===== src/rtl/mips_pass_done_monitor.sv =====
`default_nettype none
// ============================================================================
//  Module      : mips_pass_done_monitor
//  Description : Receiving end of the MIPS pass_done interface. Consumes
//                MTC0Code events from the core, keeps saturating pass/fail
//                tallies, the index of the first failing check, the run
//                cycle count and an optional watchdog, then presents one
//                final report to the host via a valid/ready handshake and
//                halts until reset.
//  Revision    : 1.0 - initial release
// ----------------------------------------------------------------------------
//  Parameters
//    COUNT_W        width of pass/fail/index counters
//    CYCLE_W        width of the run cycle counter
//    TIMEOUT_CYCLES watchdog limit in cycles, 0 disables the watchdog
//  Ports
//    clk            system clock, all state on rising edge
//    rst_n          asynchronous active-low reset
//    mtc0_valid     MTC0 event strobe (one event per cycle)
//    mtc0_code      MTC0Code: 0=NOOP 1=PASS 2=FAIL 3=DONE
//    pass_count     accepted PASS events (saturating)
//    fail_count     accepted FAIL events (saturating)
//    first_fail_idx pass+fail count ahead of the first FAIL, all ones if none
//    any_fail       sticky, at least one FAIL accepted
//    cycle_count    cycles spent in RUN (saturating)
//    done           sticky, DONE received or watchdog fired
//    timed_out      run ended by the watchdog
//    report_valid   final report offered to the host
//    report_ready   host accepts the report
//    report_ok      qualifies the report: DONE, no FAIL, no timeout
//    late_event     sticky, non-NOOP event arrived after the run ended
// ============================================================================
module mips_pass_done_monitor #(
    parameter int COUNT_W        = 16,
    parameter int CYCLE_W        = 32,
    parameter int TIMEOUT_CYCLES = 0
) (
    input  logic               clk,
    input  logic               rst_n,
    input  logic               mtc0_valid,
    input  logic [1:0]         mtc0_code,
    output logic [COUNT_W-1:0] pass_count,
    output logic [COUNT_W-1:0] fail_count,
    output logic [COUNT_W-1:0] first_fail_idx,
    output logic               any_fail,
    output logic [CYCLE_W-1:0] cycle_count,
    output logic               done,
    output logic               timed_out,
    output logic               report_valid,
    input  logic               report_ready,
    output logic               report_ok,
    output logic               late_event
);

    // MTC0Code encoding shared with the core
    localparam logic [1:0] c_MTC0_NOOP = 2'd0;
    localparam logic [1:0] c_MTC0_PASS = 2'd1;
    localparam logic [1:0] c_MTC0_FAIL = 2'd2;
    localparam logic [1:0] c_MTC0_DONE = 2'd3;

    typedef enum logic [1:0] {
        ST_RUN    = 2'd0,
        ST_REPORT = 2'd1,
        ST_HALTED = 2'd2
    } state_t;

    state_t               r_state;
    state_t               w_state_nxt;

    logic [COUNT_W-1:0]   r_pass_count;
    logic [COUNT_W-1:0]   r_fail_count;
    logic [COUNT_W-1:0]   r_first_fail_idx;
    logic                 r_any_fail;
    logic [CYCLE_W-1:0]   r_cycle_count;
    logic                 r_done;
    logic                 r_timed_out;
    logic                 r_report_valid;
    logic                 r_report_ok;
    logic                 r_late_event;

    logic                 w_accept;
    logic                 w_in_run;
    logic                 w_pass_ev;
    logic                 w_fail_ev;
    logic                 w_wd_hit;
    logic                 w_fire_done;
    logic                 w_fire_wd;
    logic                 w_late;
    logic                 w_enter_report;
    logic [COUNT_W:0]     w_idx_sum;
    logic [COUNT_W-1:0]   w_idx_sat;

    // ------------------------------------------------------------------
    // Event decode
    // ------------------------------------------------------------------
    assign w_accept  = mtc0_valid && (mtc0_code != c_MTC0_NOOP);
    assign w_in_run  = (r_state == ST_RUN);
    assign w_pass_ev = w_in_run && w_accept && (mtc0_code == c_MTC0_PASS);
    assign w_fail_ev = w_in_run && w_accept && (mtc0_code == c_MTC0_FAIL);

    // Index of the first FAIL: the sum gets one extra bit so an overflow
    // saturates instead of wrapping to a small, misleading index.
    assign w_idx_sum = {1'b0, r_pass_count} + {1'b0, r_fail_count};
    assign w_idx_sat = w_idx_sum[COUNT_W] ? {COUNT_W{1'b1}} : w_idx_sum[COUNT_W-1:0];

    // ------------------------------------------------------------------
    // Watchdog: fires in the cycle whose count is TIMEOUT_CYCLES-1, so the
    // run ends with cycle_count == TIMEOUT_CYCLES.
    // ------------------------------------------------------------------
    generate
        if (TIMEOUT_CYCLES != 0) begin : g_watchdog
            localparam logic [CYCLE_W-1:0] c_WD_LAST = CYCLE_W'(TIMEOUT_CYCLES - 1);
            assign w_wd_hit = (r_cycle_count == c_WD_LAST);
        end else begin : g_no_watchdog
            assign w_wd_hit = 1'b0;
        end
    endgenerate

    // ------------------------------------------------------------------
    // FSM state register
    // ------------------------------------------------------------------
    always_ff @(posedge clk or negedge rst_n) begin
        if (!rst_n) begin
            r_state <= ST_RUN;
        end else begin
            r_state <= w_state_nxt;
        end
    end

    // ------------------------------------------------------------------
    // FSM next state and per-cycle control
    // ------------------------------------------------------------------
    always_comb begin
        w_state_nxt = r_state;
        w_fire_done = 1'b0;
        w_fire_wd   = 1'b0;
        w_late      = 1'b0;
        case (r_state)
            ST_RUN: begin
                // DONE takes priority over a watchdog expiring in the same cycle
                if (w_accept && (mtc0_code == c_MTC0_DONE)) begin
                    w_fire_done = 1'b1;
                    w_state_nxt = ST_REPORT;
                end else if (w_wd_hit) begin
                    w_fire_wd   = 1'b1;
                    w_state_nxt = ST_REPORT;
                end
            end
            ST_REPORT: begin
                w_late = w_accept;
                if (report_ready) begin
                    w_state_nxt = ST_HALTED;
                end
            end
            ST_HALTED: begin
                w_late = w_accept;
            end
            default: begin
                w_state_nxt = ST_RUN;
            end
        endcase
    end

    assign w_enter_report = w_in_run && (w_state_nxt == ST_REPORT);

    // ------------------------------------------------------------------
    // Status datapath
    // ------------------------------------------------------------------
    always_ff @(posedge clk or negedge rst_n) begin
        if (!rst_n) begin
            r_pass_count     <= '0;
            r_fail_count     <= '0;
            r_first_fail_idx <= '1;
            r_any_fail       <= 1'b0;
            r_cycle_count    <= '0;
            r_done           <= 1'b0;
            r_timed_out      <= 1'b0;
            r_report_valid   <= 1'b0;
            r_report_ok      <= 1'b0;
            r_late_event     <= 1'b0;
        end else begin
            if (w_in_run && (r_cycle_count != {CYCLE_W{1'b1}})) begin
                r_cycle_count <= r_cycle_count + 1'b1;
            end

            if (w_pass_ev && (r_pass_count != {COUNT_W{1'b1}})) begin
                r_pass_count <= r_pass_count + 1'b1;
            end

            if (w_fail_ev) begin
                if (r_fail_count != {COUNT_W{1'b1}}) begin
                    r_fail_count <= r_fail_count + 1'b1;
                end
                if (!r_any_fail) begin
                    r_first_fail_idx <= w_idx_sat;
                end
                r_any_fail <= 1'b1;
            end

            if (w_fire_done || w_fire_wd) begin
                r_done <= 1'b1;
            end
            if (w_fire_wd) begin
                r_timed_out <= 1'b1;
            end

            r_report_valid <= (w_state_nxt == ST_REPORT);

            // FAIL and watchdog can land in the same cycle, so use the
            // post-update view of any_fail when latching the verdict.
            if (w_enter_report) begin
                r_report_ok <= ~(r_any_fail | w_fail_ev) & ~w_fire_wd;
            end

            if (w_late) begin
                r_late_event <= 1'b1;
            end
        end
    end

    assign pass_count     = r_pass_count;
    assign fail_count     = r_fail_count;
    assign first_fail_idx = r_first_fail_idx;
    assign any_fail       = r_any_fail;
    assign cycle_count    = r_cycle_count;
    assign done           = r_done;
    assign timed_out      = r_timed_out;
    assign report_valid   = r_report_valid;
    assign report_ok      = r_report_ok;
    assign late_event     = r_late_event;

endmodule
`default_nettype wire


===== config.mk =====
export PLATFORM = sky130hd
export DESIGN_NAME = mips_pass_done_monitor
export DESIGN_NICKNAME = d
export VERILOG_FILES = /design/src/rtl/mips_pass_done_monitor.sv
export SDC_FILE = /design/constraint.sdc
export NUM_CORES = 1
export LEC_CHECK = 0
export CAP_MARGIN = 15
export CORE_ASPECT_RATIO = 0.6
export CORE_UTILIZATION = 30
export DETAILED_ROUTE_END_ITERATION = 8
export SLEW_MARGIN = 20
export SYNTH_ARGS = -nofsm -noshare
export SYNTH_HDL_FRONTEND = slang
export SYNTH_SLANG_ARGS = --single-unit

===== constraint.sdc =====
create_clock -name clk -period 6.9 [get_ports clk]
set_input_delay 2.07 -clock clk [delete_from_list [all_inputs] [get_ports clk]]
set_output_delay 2.07 -clock clk [all_outputs]
set_load 0.01 [all_outputs]

# After elaboration in Yosys (flattened, before gate mapping)
# Index checks and enable logic that the tools add are counted.
# totals
ff_bits	87
inputBits	6
output_inout_bits	86
word_cells	46
# op_classes
add_sub_neg	4
n_eq_ne	9
n_mux	7
bitwise	3
n_reduce_logical	13
# ops
cell	n
adder 16 x 1 -> 16 bit, second input constant	2
adder 32 x 1 -> 32 bit, second input constant	1
!= test 16 bit, second input constant	2
!= test 32 bit, second input constant	1
adder 16 x 16 -> 17 bit	1
two-way mux 16 bit	1
logical AND 1 bit	8
equality test 2 x 1 -> 1 bit, second input constant	3
equality test 2 bit, second input constant	3
case mux 2 bit (3 select lines)	1
two-way mux 2 bit	2
AND reduction 2 bit	2
two-way mux 1 bit	3
logical NOT 2 bit	1
inverter 1 bit	2
nonzero test 2 bit	1
OR reduction 2 bit	1
OR 1 bit	1

# Logic depth before layout (Yosys ltp)
# logic_depth
depth_word	7
ltp_mapped	9
ltp_nobuf	8

# Worst setup path before layout
# Ideal clock, no wire load.
# synth_path
kind	input to register
from	in mtc0_code[0]
to	reg r_fail_count[15] (netlist: fail_count[15])
setup_ns	0.079
t_arrival_ns	3.234
required_time_ns	6.821
setup_slack_ns	3.587
path_stages	4
path_buffers	0
cell_sequence	nand4b_1 -> or4_1 -> nor3_1 -> xor2_1
# synth_via
elab_chain_cells	5
elab_cells_between_ends	6
cone_classes	eq/ne (1); reduce/logical (5)
# synth_lines
item	line	source
start: declaration	41	input logic [1:0] mtc0_code,
nonzero test 2 bit	96	assign w_accept = mtc0_valid && (mtc0_code != c_MTC0_NOOP);
logical AND 1 bit	96	
logical AND 1 bit	99	assign w_fail_ev = w_in_run && w_accept && (mtc0_code == c_MTC0_FAIL);
logical AND 1 bit *	99	
AND reduction 2 bit (no source line) *	-	
end signal: assignment	192	r_fail_count <= r_fail_count + 1'b1;
end: declaration	71	logic [COUNT_W-1:0] r_fail_count;
# Mark *: on every way between the ends. The rest lies on a longest branch, timed or not.
# A chain may end at the register's enable or synchronous reset.

# Worst setup path after layout
# layout_path
from	in mtc0_code[1]
to	reg r_pass_count[14] (netlist: pass_count[14])
# layout_via
elab_chain_cells	5
elab_cells_between_ends	6
cone_classes	eq/ne (1); reduce/logical (5)
# layout_lines
item	line	source
nonzero test 2 bit	96	
logical AND 1 bit	96	
logical AND 1 bit	98	assign w_pass_ev = w_in_run && w_accept && (mtc0_code == c_MTC0_PASS);
logical AND 1 bit *	98	
logical AND 1 bit *	186	if (w_pass_ev && (r_pass_count != {COUNT_W{1'b1}})) begin
end signal: assignment	187	r_pass_count <= r_pass_count + 1'b1;
end: declaration	70	logic [COUNT_W-1:0] r_pass_count;
# Marked as above.

==> impl_metrics.json <==
{
  "grt_max_degree": 88,
  "top_level_ports": 92,
  "crit_type": "input pin to flip-flop",
  "postSynthNetCount": 484,
  "hold_bufs_inserted_after_cts": 0,
  "num_rows": 35,
  "fmaxAchievable_mhz": 259,
  "final-max-slew-violation-count": 0,
  "global_route.overflow_total": 0,
  "detailroute.via_count": 3749,
  "cts_buffers": 9,
  "die_h_um": 99.5,
  "grt_pass1_vias": 3764,
  "critical_path_max_stage_delay_ps": 500,
  "cp_cell_sequence": "clkdlybuf4s50_1 > nand4b_1 > a31oi_2 > nand4_1 > nor3_1 > xnor2_1",
  "numClockSinks": 87,
  "clock_skew_ps": 8.98,
  "finalSetupViolations": 0,
  "die_area_um2": 16400,
  "synth_area_leaders": "sky130_fd_sc_hd__dfrtp_1 37%, sky130_fd_sc_hd__dfstp_2 8.9%, sky130_fd_sc_hd__xnor2_1 7.0%",
  "yosysUniqueCellTypes": 61,
  "async_reset_ff_share_pct": 100,
  "syn-cell-area_um2": 4750,
  "yosys.area.top_type": "sky130_fd_sc_hd__dfrtp_1",
  "detail_route.wirelength_um": 12400,
  "signed_area_change_from_the_synthesized_netlist_to_the_final_layout_pct": 30.1,
  "placement.setup.worst_slack_ps": 2610,
  "max_cap_violations": 0,
  "ys_seq_elements": 87,
  "floorplan.core_area_um2": 15400,
  "ys_seq_area_share_pct": 46.3,
  "drt-wirelength-per-cell_um": 16.4,
  "cell_with_the_largest_stage_delay_on_the_worst_path": "sky130_fd_sc_hd__clkdlybuf4s50_1",
  "power_per_cell_area_nw_per_um2": 290,
  "synth.top_cell.area_share_pct": 37.4,
  "p_leak_nw": 2.58,
  "setup_ws_ps": 3030,
  "drc": 0,
  "ctsRootBufferMaster": "sky130_fd_sc_hd__clkbuf_16",
  "worstMarginPinSlew_ps": 839,
  "initial_utilization_pct": 30.8,
  "layout.nets": 578,
  "clkTransAtPathRegs_ps": 70,
  "drive_gt1_share_pct": 10.1,
  "timing.critical_path.to_type": "flip-flop",
  "antenna_violating_nets_post_route": 0,
  "antennaDiodeCount": 0,
  "status": "finished, final reports clean",
  "gp_routability_congestion": 0.816,
  "vdd.ir_drop.worst_v": 0.000147,
  "final-hold-violation-count": 0,
  "hold_class": "flip-flop to flip-flop",
  "initialDrtViolationCount": 183,
  "crit_path_required_time_ps": 7170,
  "cpLargestDelayFamily": "simple AND/OR/NAND/NOR gates",
  "port_buffers": 90,
  "avgSynthCellArea_um2": 10.5,
  "crit_arrival_ps": 4140,
  "post-route-period-util_pct": 56.1,
  "crit_path_max_fanout": 8,
  "tritoncts": "built",
  "sum_of_net_half_perimeters_after_detailed_placement_um": 9390,
  "wire_length_of_the_first_global_routing_pass_um": 20200,
  "global_route.usage.total_pct": 16.0,
  "fin_total_pwr_mw": 1.79,
  "final.min_clock_period_ps": 3870,
  "slew_margin_rel_pct": 44.1,
  "tns_ps": 0,
  "insertion_delay_ps": 340,
  "detail_route.first_pass.iterations": 4,
  "cts.htree.levels": 3,
  "cp_num_buf_inv": 1,
  "post_synth_edffs": 0,
  "cts.repair_timing.setup_buffer_count": 0,
  "grt_setup_unrepaired": "no",
  "ys.flop_type": "sky130_fd_sc_hd__dfrtp_1",
  "netlist_instances": 454,
  "dieWidth_um": 164,
  "antenna_found_initial": 0,
  "vias_per_cell": 4.96,
  "synth.yosys.warnings": 0,
  "worst_setup_path_start_kind": "input pin",
  "clockBufferDepth": 2,
  "postCtsResizedCells": 0
}
[final cells by class]
class,count,area (um2)
clock buffers,9,225
fillers,1474,9240
clock inverters,7,78.8
repair buffers,91,910
multi-input cells,337,2430
inverters,22,82.6
well taps,203,254
flip-flops and latches,87,2200
[path summary, 6_finish.rpt]
check / to / startpoint / cells past startpoint / slack [ps]
max: pass_count[14] / mtc0_code[1] / 6 / 3030
min: done / done / 1 / 470
max reg2reg: first_fail_idx[9] / pass_count[0] / 8 / 4200
min reg2reg: done / done / 1 / 470
max in group asynchronous: cycle_count[23] / rst_n / 1 / 4530
min in group asynchronous: cycle_count[30] / rst_n / 1 / 1780
[sequential cells by signal, indices dropped and copies added (netlist names)]
name and flops:
any_fail 1, cycle_count 32, done 1, fail_count 16
first_fail_idx 16, late_event 1, pass_count 16, r_state 2
report_ok 1, report_valid 1
[cell usage in the layout, fill, tap and decap left out, types with 6 or more instances in the layout]
master	count
sky130_fd_sc_hd__a21o_1	7
sky130_fd_sc_hd__a21oi_1	17
sky130_fd_sc_hd__clkbuf_16	9
sky130_fd_sc_hd__clkdlybuf4s50_1	89
sky130_fd_sc_hd__dfrtp_1	71
sky130_fd_sc_hd__dfstp_2	16
sky130_fd_sc_hd__ha_1	23
sky130_fd_sc_hd__inv_1	22
sky130_fd_sc_hd__nand2_1	28
sky130_fd_sc_hd__nand3_1	29
sky130_fd_sc_hd__nand4_1	17
sky130_fd_sc_hd__nor2_1	30
sky130_fd_sc_hd__nor3_1	17
sky130_fd_sc_hd__o21bai_1	6
sky130_fd_sc_hd__o22a_1	13
sky130_fd_sc_hd__xnor2_1	38
sky130_fd_sc_hd__xor2_1	31
[cell usage after synthesis, types with 13 or more instances]
library cell	instances
sky130_fd_sc_hd__nand2_1	28
sky130_fd_sc_hd__xnor2_1	38
sky130_fd_sc_hd__dfrtp_1	71
sky130_fd_sc_hd__nor2_1	31
sky130_fd_sc_hd__o22a_1	13
sky130_fd_sc_hd__dfstp_2	16
sky130_fd_sc_hd__ha_1	23
sky130_fd_sc_hd__nor3_1	17
sky130_fd_sc_hd__nand4_1	17
sky130_fd_sc_hd__xor2_1	31
sky130_fd_sc_hd__inv_1	22
sky130_fd_sc_hd__a21oi_1	17
sky130_fd_sc_hd__nand3_1	29
[layer usage]
layer,GRT usage (%),vias up,wire [um]
met5,0,-,0
met4,3.81,0,94
met3,4.00,9,657
met2,22.3,68,5170
met1,24.4,1848,6470
li1,-,1824,-
[metrics by stage]
stage	utilization, %	instance area (um2)	cells	hold slack [ps]
detailed placement	38.1	5870	740	459
finish	40.1	6180	756	469
global route	40.1	6180	756	519
floorplan	-	4750	454	504
global placement	38.1	5870	740	466
CTS	40.0	6170	756	477
[power breakdown]
part / total [mW] / internal (mW) / switching [mW]
Combinational: 0.533 / 0.298 / 0.235
Sequential: 0.753 / 0.643 / 0.110
Clock: 0.506 / 0.285 / 0.220
[cell families (layout without fill, tap and decap cells)]
logic type,count (synthesis),in the layout,share of synthesized area [%]
AOI/OAI and AO/OA,68,68,10.8
xor gates and xnor gates,69,69,12.7
adders and majority gates,24,24,6.48
buffers and inverters,30,129,2.61
DFF,87,87,46.3
muxes,5,5,1.13
other,1,1,0.0790
and+or+nand+nor,170,170,19.9
Note: power is estimated with default switching activity, not from simulation.
==> variant: new RTL, same flow settings <==
The parameter `CYCLE_W` goes from 32 to 36.
--- a/src/rtl/mips_pass_done_monitor.sv
+++ b/src/rtl/mips_pass_done_monitor.sv
@@ -33,5 +33,5 @@
 module mips_pass_done_monitor #(
     parameter int COUNT_W        = 16,
-    parameter int CYCLE_W        = 32,
+    parameter int CYCLE_W        = 36,
     parameter int TIMEOUT_CYCLES = 0
 ) (
Interface: changed (resized cycle_count); port bits go from 92 to 96. No check against the original RTL was run, so the function may have changed too.
==> variant against the original RTL <==
The flow now finishes with violations (DRC); sequential cell count rose by 4; synthesized area up 1.8%; power rose by 3.2%; critical path depth decreased by 1; routed wire length rose by 1.7%; worst setup slack got worse by 210 ps; final area grew 1.9%; clock power grew 3%; utilization increased by 0.43 points.
==> variant: results (changes against the original RTL) <==
| Metric | Value |
|---|---|
| Outcome | finished with violations (was finished clean) |
| Violated checks | DRC |
| Ratio of cells with drive above 1 in the final layout | 7.58% (was 10.1%) |
| Non-Filler Instances | 770 (was 756) |
| Routing usage on met2 | 21.9% (was 22.3%) |
| Post-Route Skew | 6.37 ps (was 8.98 ps) |
| Nets@finish | 592 (was 578) |
| Initial DRC count | 259 (was 183) |
| # DRC | 4 (was 0) |
| Crit path largest cell delay | 810 ps (was 500 ps) |
| Syn nets | 495 (was 484) |
| Pre-CTS WS | 2490 ps (was 2610 ps) |
| Worst setup margin | 2830 ps (was 3030 ps) |
| Vias in the first global route | 3708 (was 3764) |
| Count of input and output buffers | 94 (was 90) |
| Post-synthesis xor/xnor area fraction | 13.8% (was 12.7%) |
| CP startpoint | mtc0_valid (was mtc0_code[1]) |
| Placed Cells | 754 (was 740) |
| Commonest cells post-synth | 75 x dfrtp_1, 45 x nand2_1, 44 x xnor2_1 (was 71 x dfrtp_1, 38 x xnor2_1, 31 x nor2_1, 31 x xor2_1, 29 x nand3_1) |
| Slew margin rel. | 38.4% (was 44.1%) |
| Largest register FFs | 36 (was 32) |
| Met1 global-route usage | 24.1% (was 24.4%) |
| Worst vdd ir | 0.000129 V (was 0.000147 V) |
| Hold EP | late_event (was done) |
| Reg area | 2300 µm² (was 2200 µm²) |
| Hold Slack | 477 ps (was 469 ps) |
| GP Congestion | 0.884 (was 0.816) |
| Adder-cell share of the synthesized area | 6.37% (was 6.48%) |
| Pin count of the biggest net entering global routing | 48 (was 88) |
| First-pass GRT wire length | 20400 µm (was 20200 µm) |
| Leakage | 2.74 nW (was 2.58 nW) |
| Avg Cell Area, Syn | 10.4 µm² (was 10.5 µm²) |
| Vias/cell | 4.95 (was 4.96) |
| Met3 Usage GRT | 3.86% (was 4.00%) |
| Initial DRT Pass Iterations | 9 (was 4) |
| Drt total wl | 12600 µm (was 12400 µm) |
| Synth Area in Compound Gates | 10.4% (was 10.8%) |
| Worst setup path end | first_fail_idx[11] (was pass_count[14]) |
[variant: cell count changes in the layout (fill, tap and decap cells not counted), sizes merged, moves of 4 or more]
| cell | unedited run | this run |
|---|---|---|
| o21ai | 1 | 5 |
| dfrtp | 71 | 75 |
| nand4 | 18 | 22 |
| nor3 | 19 | 15 |
| clkdlybuf4s50 | 89 | 93 |
| and3 | 5 | 12 |
| inv | 25 | 13 |
| nand2 | 29 | 45 |
| xnor2 | 38 | 44 |
[variant: area by class of cell]
cell class | count | area share, %
tap | 203 | 4.03
timing repair buffer | 95 | 15.0
inverter | 13 | 0.775
sequential | 91 | 36.5
multi-input combinational | 352 | 38.7
clock buffer | 12 | 3.76
clock inverter | 4 | 1.19
[variant: report_power, final]
part	switching, mW	internal [mW]
logic	0.248	0.302
registers	0.115	0.665
clock network	0.202	0.318
total	0.565	1.29
[variant: routing by layer]
layer,vias up,wire (µm)
met5,-,0
met4,0,54
met3,4,685
met2,89,5100
met1,1873,6760
li1,1848,-
